$ cat src/rtl/hazard_ctrl.sv
// Stall/flush controller for the 5-stage pipeline: load-use bubbles, taken-branch flushes,
// cache-miss freezes, and saturating performance counters.
module hazard_ctrl #(
  parameter int CNT_W = 32
) (
  input  logic             clk,
  input  logic             rst_n,
  input  logic [4:0]       iRs_RegF,
  input  logic [4:0]       iRt_RegF,
  input  logic             iUseRt_RegF,
  input  logic             iMemRead_RegD,
  input  logic [4:0]       iwsel_RegD,
  input  logic             iBranchTaken_E,
  input  logic             iICache_stall,
  input  logic             iDCache_stall,
  input  logic             iCntClr,
  output logic             oPC_Stall,
  output logic             oIFID_Stall,
  output logic             oIFID_Flush,
  output logic             oIDEX_Stall,
  output logic             oIDEX_Flush,
  output logic             oEXMEM_Stall,
  output logic             oMEMWB_Stall,
  output logic [CNT_W-1:0] oStallCycles,
  output logic [CNT_W-1:0] oBubbleCnt,
  output logic [CNT_W-1:0] oFlushCnt
);

  typedef enum logic [1:0] {RUN, LU, FREEZE} state_t;

  state_t state, nextState;
  logic   pendFlush, nextPend;
  logic   freeze, loadUse;
  logic   doFreeze, doFlush, doBubble;

  assign freeze  = iICache_stall | iDCache_stall;
  assign loadUse = iMemRead_RegD & (iwsel_RegD != 5'd0) &
                   ((iRs_RegF == iwsel_RegD) | (iUseRt_RegF & (iRt_RegF == iwsel_RegD)));

  always_ff @(posedge clk or negedge rst_n) begin
    if (!rst_n) begin
      state     <= RUN;
      pendFlush <= 1'b0;
    end else begin
      state     <= nextState;
      pendFlush <= nextPend;
    end
  end

  // RUN and the freeze-release cycle share one priority chain; pendFlush is only ever set in FREEZE.
  always_comb begin
    doFreeze  = 1'b0;
    doFlush   = 1'b0;
    doBubble  = 1'b0;
    nextState = state;
    nextPend  = pendFlush;
    case (state)
      RUN, FREEZE: begin
        if (freeze) begin
          doFreeze  = 1'b1;
          nextState = FREEZE;
          nextPend  = pendFlush | iBranchTaken_E;
        end else if (iBranchTaken_E || pendFlush) begin
          doFlush   = 1'b1;
          nextState = RUN;
          nextPend  = 1'b0;
        end else if (loadUse) begin
          doBubble  = 1'b1;
          nextState = LU;
        end else begin
          nextState = RUN;
        end
      end
      LU: nextState = freeze ? FREEZE : RUN;
      default: begin
        nextState = RUN;
        nextPend  = 1'b0;
      end
    endcase
  end

  assign oPC_Stall    = rst_n & (doFreeze | doBubble);
  assign oIFID_Stall  = rst_n & (doFreeze | doBubble);
  assign oIFID_Flush  = rst_n & doFlush;
  assign oIDEX_Stall  = rst_n & doFreeze;
  assign oIDEX_Flush  = rst_n & (doFlush | doBubble);
  assign oEXMEM_Stall = rst_n & doFreeze;
  assign oMEMWB_Stall = rst_n & doFreeze;

  // Counters stick at all-ones; a clear in the same cycle beats any increment.
  always_ff @(posedge clk or negedge rst_n) begin
    if (!rst_n) begin
      oStallCycles <= '0;
      oBubbleCnt   <= '0;
      oFlushCnt    <= '0;
    end else if (iCntClr) begin
      oStallCycles <= '0;
      oBubbleCnt   <= '0;
      oFlushCnt    <= '0;
    end else begin
      if (doFreeze && (oStallCycles != '1)) oStallCycles <= oStallCycles + CNT_W'(1);
      if (doBubble && (oBubbleCnt != '1))   oBubbleCnt   <= oBubbleCnt + CNT_W'(1);
      if (doFlush && (oFlushCnt != '1))     oFlushCnt    <= oFlushCnt + CNT_W'(1);
    end
  end

endmodule

$ cat config.mk
export PLATFORM = sky130hd
export DESIGN_NAME = hazard_ctrl
export DESIGN_NICKNAME = d
export VERILOG_FILES = /design/src/rtl/hazard_ctrl.sv
export SDC_FILE = /design/constraint.sdc
export NUM_CORES = 1
export LEC_CHECK = 0
export BUFFER_PORTS_ARGS = -buffer_cell sky130_fd_sc_hd__buf_2
export CAP_MARGIN = 20
export CORE_AREA = 2 2 105 107
export CTS_BUF_LIST = sky130_fd_sc_hd__clkbuf_16
export CTS_CLUSTER_DIAMETER = 100
export DETAILED_ROUTE_END_ITERATION = 6
export DIE_AREA = 0 0 107 109
export GPL_TIMING_DRIVEN = 0
export PLACE_DENSITY = 0.8
export SLEW_MARGIN = 20
export SYNTH_ARGS = -nofsm -noshare
export SYNTH_HDL_FRONTEND = slang
export SYNTH_SLANG_ARGS = --single-unit
$ cat constraint.sdc
create_clock -name clk -period 2.3 [get_ports clk]
set_input_delay 0.345 -clock clk [delete_from_list [all_inputs] [get_ports clk]]
set_output_delay 0.345 -clock clk [all_outputs]
set_load 0.1 [all_outputs]
# Word-level counts from Yosys, hierarchy flattened
# Index checks and enable logic that the tools add are counted.
# op_classes
add_sub_neg,3
bitwise_logic,13
n_mux,23
reduce_logical,11
n_eq_ne,8
# ops
op,count
32-bit two-way mux,6
32-bit by 1-bit adder with 32-bit output (second input constant),3
32-bit inequality test (second input constant),3
1-bit two-way mux,13
5-bit == test,2
1-bit AND,7
2-bit nonzero test,3
1-bit OR,5
5-bit nonzero test,1
2-bit two-way mux,2
2-bit case mux with 2 select lines,1
1-bit logical AND,3
3-bit inequality test (second input constant),1
2-bit by 1-bit == test with 1-bit output (second input constant),1
2-bit == test (second input constant),1
2-bit zero test,1
1-bit case mux with 2 select lines,1
2-bit AND reduction,1
2-bit OR reduction,1
1-bit logical OR,1
1-bit NOT,1
# word_totals
register_bits,99
out_inout_bits,103
input_bits,23

# Depth between registers and ports, before layout
# depth
ltp_word,11
mapped_depth,9
depth_no_buf,7

# Worst setup path before layout
# Ideal clock, no wire load.
# synth_timing
kind,register -> output
from,register state[0]
to,output oPC_Stall
path_stages_with_launch,7
path_buffers,2
setup_slack_ns,-2.019
arrival_time_ns,3.974
cell_sequence,dfrtp_1 -> nor4b_2 -> o211a_1 -> nand2_2 -> buf_4 -> a21boi_0 -> buf_4
# synth_between
elab_chain_cells,5
elab_cells_between_ends,7
cone_classes,1 x eq/ne; 2 x mux; 2 x bitwise; 2 x reduce/logical
# synth_rtl
element,line,rtl
from (decl),31,"state_t state, nextState;"
from (signal assigned),45,state <= nextState;
2-bit == test / 2-bit zero test (equally long branches),57,case (state)
2-bit OR reduction (*),57,
1-bit two-way mux,57,
1-bit OR (*),n/a,
1-bit AND (*),n/a,
to (decl),17,"output logic oPC_Stall,"
# Mark *: on every way between the ends. The rest lies on a longest branch, timed or not.

# Worst setup path after layout
# layout_timing
from,register state[0]
to,output oPC_Stall
# layout_between
elab_chain_cells,5
elab_cells_between_ends,7
cone_classes,1 x eq/ne; 2 x mux; 2 x bitwise; 2 x reduce/logical
# layout_rtl
element,line,rtl
2-bit == test / 2-bit zero test (equally long branches),57,
2-bit OR reduction (*),57,
1-bit two-way mux,57,
1-bit OR (*),82,assign oPC_Stall = rst_n & (doFreeze | doBubble);
1-bit AND (*),82,
# Marks and branches as above.

==> results.sh <==
export IMPL_power_mw=3.47
export IMPL_timing_hold_ws_ps=-14.7
export IMPL_min_period_ps=2390
export IMPL_core_sq_um=10600
export IMPL_cp_data_required_time_ps=1960
export IMPL_hpwl_mm=10.5
export IMPL_syn2layout_area_growth_pct=25.0
export IMPL_leakage_nw=3.00
export IMPL_cts_root_buffer_cell="clkbuf_16"
export IMPL_slew_viol_final=0
export IMPL_postRouteAntennaNets=0
export IMPL_cp_end_kind="output pin"
export IMPL_crit_fanout=8
export IMPL_grt_pass1_vias=4950
export IMPL_clockBufferDepth=2
export IMPL_port_buffers=125
export IMPL_period_share=1.04
export IMPL_wl_per_cell_um=16.4
export IMPL_grt_max_degree=83
export IMPL_num_rows=38
export IMPL_synth_edf_count=0
export IMPL_yosys_warnings=0
export IMPL_nets=785
export IMPL_gp_congestion=0.904
export IMPL_fillers=874
export IMPL_timing_fmax_ghz=0.419
export IMPL_synth_seq_cells=99
export IMPL_synth_fa_ha_area_frac=0.00661
export IMPL_drc=0
export IMPL_synth_area_sq_um=5680
export IMPL_synth_cells=608
export IMPL_cp_data_arrival_time_ps=2040
export IMPL_vias=5377
export IMPL_firstDrtPassIters=5
export IMPL_maxSlewHeadroom=0.492
export IMPL_drt_iter0_drc=316
export IMPL_dp_slack_ps=-222
export IMPL_synthMuxAreaShare=0.0152
export IMPL_clkSinkCount=99
export IMPL_synth_top_area_frac=0.436
export IMPL_tightest_slew_ps=762
export IMPL_regArea_sq_um=2590
export IMPL_synth_most_common_cell="dfrtp_1"
export IMPL_start_util=0.535
export IMPL_finalSetupViolCount=2
export IMPL_synthTopCellsByCount="dfrtp_1, nor2_1, nand3_1"
export IMPL_htreeDepth=3
export IMPL_synth_top_family_by_area="simple AND/OR/NAND/NOR gates"
export IMPL_die_x_um=107
export IMPL_die_h_um=109
export IMPL_synth_area_per_cell_sq_um=9.34
export IMPL_multiInputGateArea_sq_um=3070
export IMPL_yosysUniqueCellTypes=52
export IMPL_skew_ps=8.43
export IMPL_grt_first_pass_wirelength_mm=24.0
export IMPL_fin_ws_ps=-87.0
export IMPL_grt_usage=0.256
export IMPL_rsz0062_at_grt="yes"
export IMPL_cts_tree="yes"
export IMPL_synth_async_sr_flop_share=1.00
export IMPL_p_per_area_nw_per_um2=489
export IMPL_grt_overflow_total=0
export IMPL_place_inst=874
export IMPL_stdcell_count=904
export IMPL_dieArea_sq_um=11700
export IMPL_vdd_ir_drop_max_mv=0.319
export IMPL_vias_per_cell=5.95
export IMPL_cts_buffers_inserted=9
export IMPL_drive_above_1_share=0.364
export IMPL_ys_seq_area_frac=0.436
export IMPL_synth_simple_area_share=0.314
export IMPL_hold_viol_final=5
export IMPL_yosysTopAreaCell="dfrtp_1"
export IMPL_outcome="finished with violations"
export IMPL_hold_path_class="input port to asynchronous set/reset pin"
export IMPL_path_clk_slew_ps=70
export IMPL_ys_flop_type="dfrtp_1"
export IMPL_wl_mm=14.9
export IMPL_maxCapViolCount=0
export IMPL_synth_xor_area_share=0.100
export IMPL_clock_latency_ps=350
export IMPL_n_antenna_cell=0
export IMPL_syn_num_nets=634
export IMPL_synthTopCellsByArea="dfrtp_1, xnor2_1, nor2_1"
export IMPL_startpoint_type="flip-flop"
export IMPL_failed_checks="negative hold slack, negative setup slack"
export IMPL_synth_compound_area_frac=0.0943
export IMPL_antenna_found_initial=0
export IMPL_crit_type="flip-flop to output pin"
export IMPL_ios=126
## layout by cell type, fill, tap and decap left out, types with 3 or more instances in the layout
master     count
a21oi_1       36
a31oi_1        3
and2_1         5
and3_1        18
and4_1        17
buf_2        121
buf_4         18
buf_6          7
clkbuf_1      12
clkbuf_16      9
dfrtp_1       17
dfrtp_2       77
dfrtp_4        5
ha_1           3
inv_1         12
mux2_1         5
mux2i_1        3
nand2_1       42
nand3_1       43
nand4_1       32
nor2_1        76
nor2b_1        6
nor3_1         4
nor3_2         8
nor4_1         5
nor4_2         7
o21ai_0       13
o21ai_1       10
o31ai_1        9
or3_1         23
or4_1         11
xnor2_1       33
xor2_1        32
## what timing repair did
action                                  in CTS  in global routing
gates resized for setup                     12                  9
hold buffers                                 1                  0
endpoints found under the setup margin       7                 15
hold endpoints to repair                    21                  0
pin swaps                                    2                  4
buffers inserted                             5                  8
## layout make-up
type / count / share of cell area
buffer: 25 / 0.0231
inverter: 11 / 0.00582
tap: 140 / 0.0247
clock buffer: 9 / 0.0317
multi-input combinational: 473 / 0.432
clock inverter: 7 / 0.00511
sequential: 99 / 0.365
timing repair buffer: 140 / 0.112
## sequential cells by signal, summed over array words and instances, names as in the netlist
register	count
state	2
pendFlush	1
oFlushCnt	32
oStallCycles	32
oBubbleCnt	32
## worst max-delay path, cell delays in order (launching register included)
cell      delay [ps]
dfrtp_2          430
nor4b_4          280
o211a_1          240
nand2_4           80
buf_8            150
a21boi_4         220
buf_8            130
buf_12           160
## cell families after synthesis
family,Yosys count
AND/OR/NAND/NOR,312
XOR/XNOR,65
adder cells (fa/ha/maj),3
buffers and inverters,36
flip-flops,99
AO/OA/AOI/OAI,85
multiplexers,8
## worst paths after layout
path                                            from                         end  slack [ps]  cells after the start
max reg2reg                oBubbleCnt[0]$_DFFE_PN0P_  oBubbleCnt[22]$_DFFE_PN0P_          40                      7
max                               state[0]$_DFF_PN0_                   oPC_Stall         -90                      7
min in group clk                             iCntClr  oBubbleCnt[26]$_DFFE_PN0P_         350                      3
max in group asynchronous                      rst_n   oBubbleCnt[1]$_DFFE_PN0P_        1840                      2
min reg2reg                       state[1]$_DFF_PN0_          state[1]$_DFF_PN0_         460                      1
min                                            rst_n  oBubbleCnt[18]$_DFFE_PN0P_         -10                      2
## report_power, final
part | internal, mW | leakage, nW | total [mW] | switching, mW
sequential | 1.75 | 1.24 | 1.76 | 0.0129
clock | 0.718 | 0.127 | 1.36 | 0.644
combinational | 0.0955 | 1.63 | 0.348 | 0.252
## per-stage QoR
stage | TNS [ps] | hold slack, ps | area [sq um] | utilization
finish | -139 | -14.7 | 7100 | 0.669
global route | -462 | 26.2 | 7100 | 0.669
CTS | -61.9 | 14.6 | 7000 | 0.660
detailed placement | -574 | 216 | 6650 | 0.627
global placement | -40270 | 421 | 6610 | 0.624
floorplan | -278 | 49.4 | 5810 | -
## per-layer routing
layer / wire, um / global-route usage / up-vias / share of wire
met1: 6240 / 0.338 / 2623 / 0.42
met4: 244 / 0.0891 / 0 / 0.016
met3: 1000 / 0.0389 / 25 / 0.067
met5: 0 / 0 / - / 0
met2: 7360 / 0.432 / 215 / 0.50
li1: - / - / 2514 / -
(Power assumes the default switching activity.)
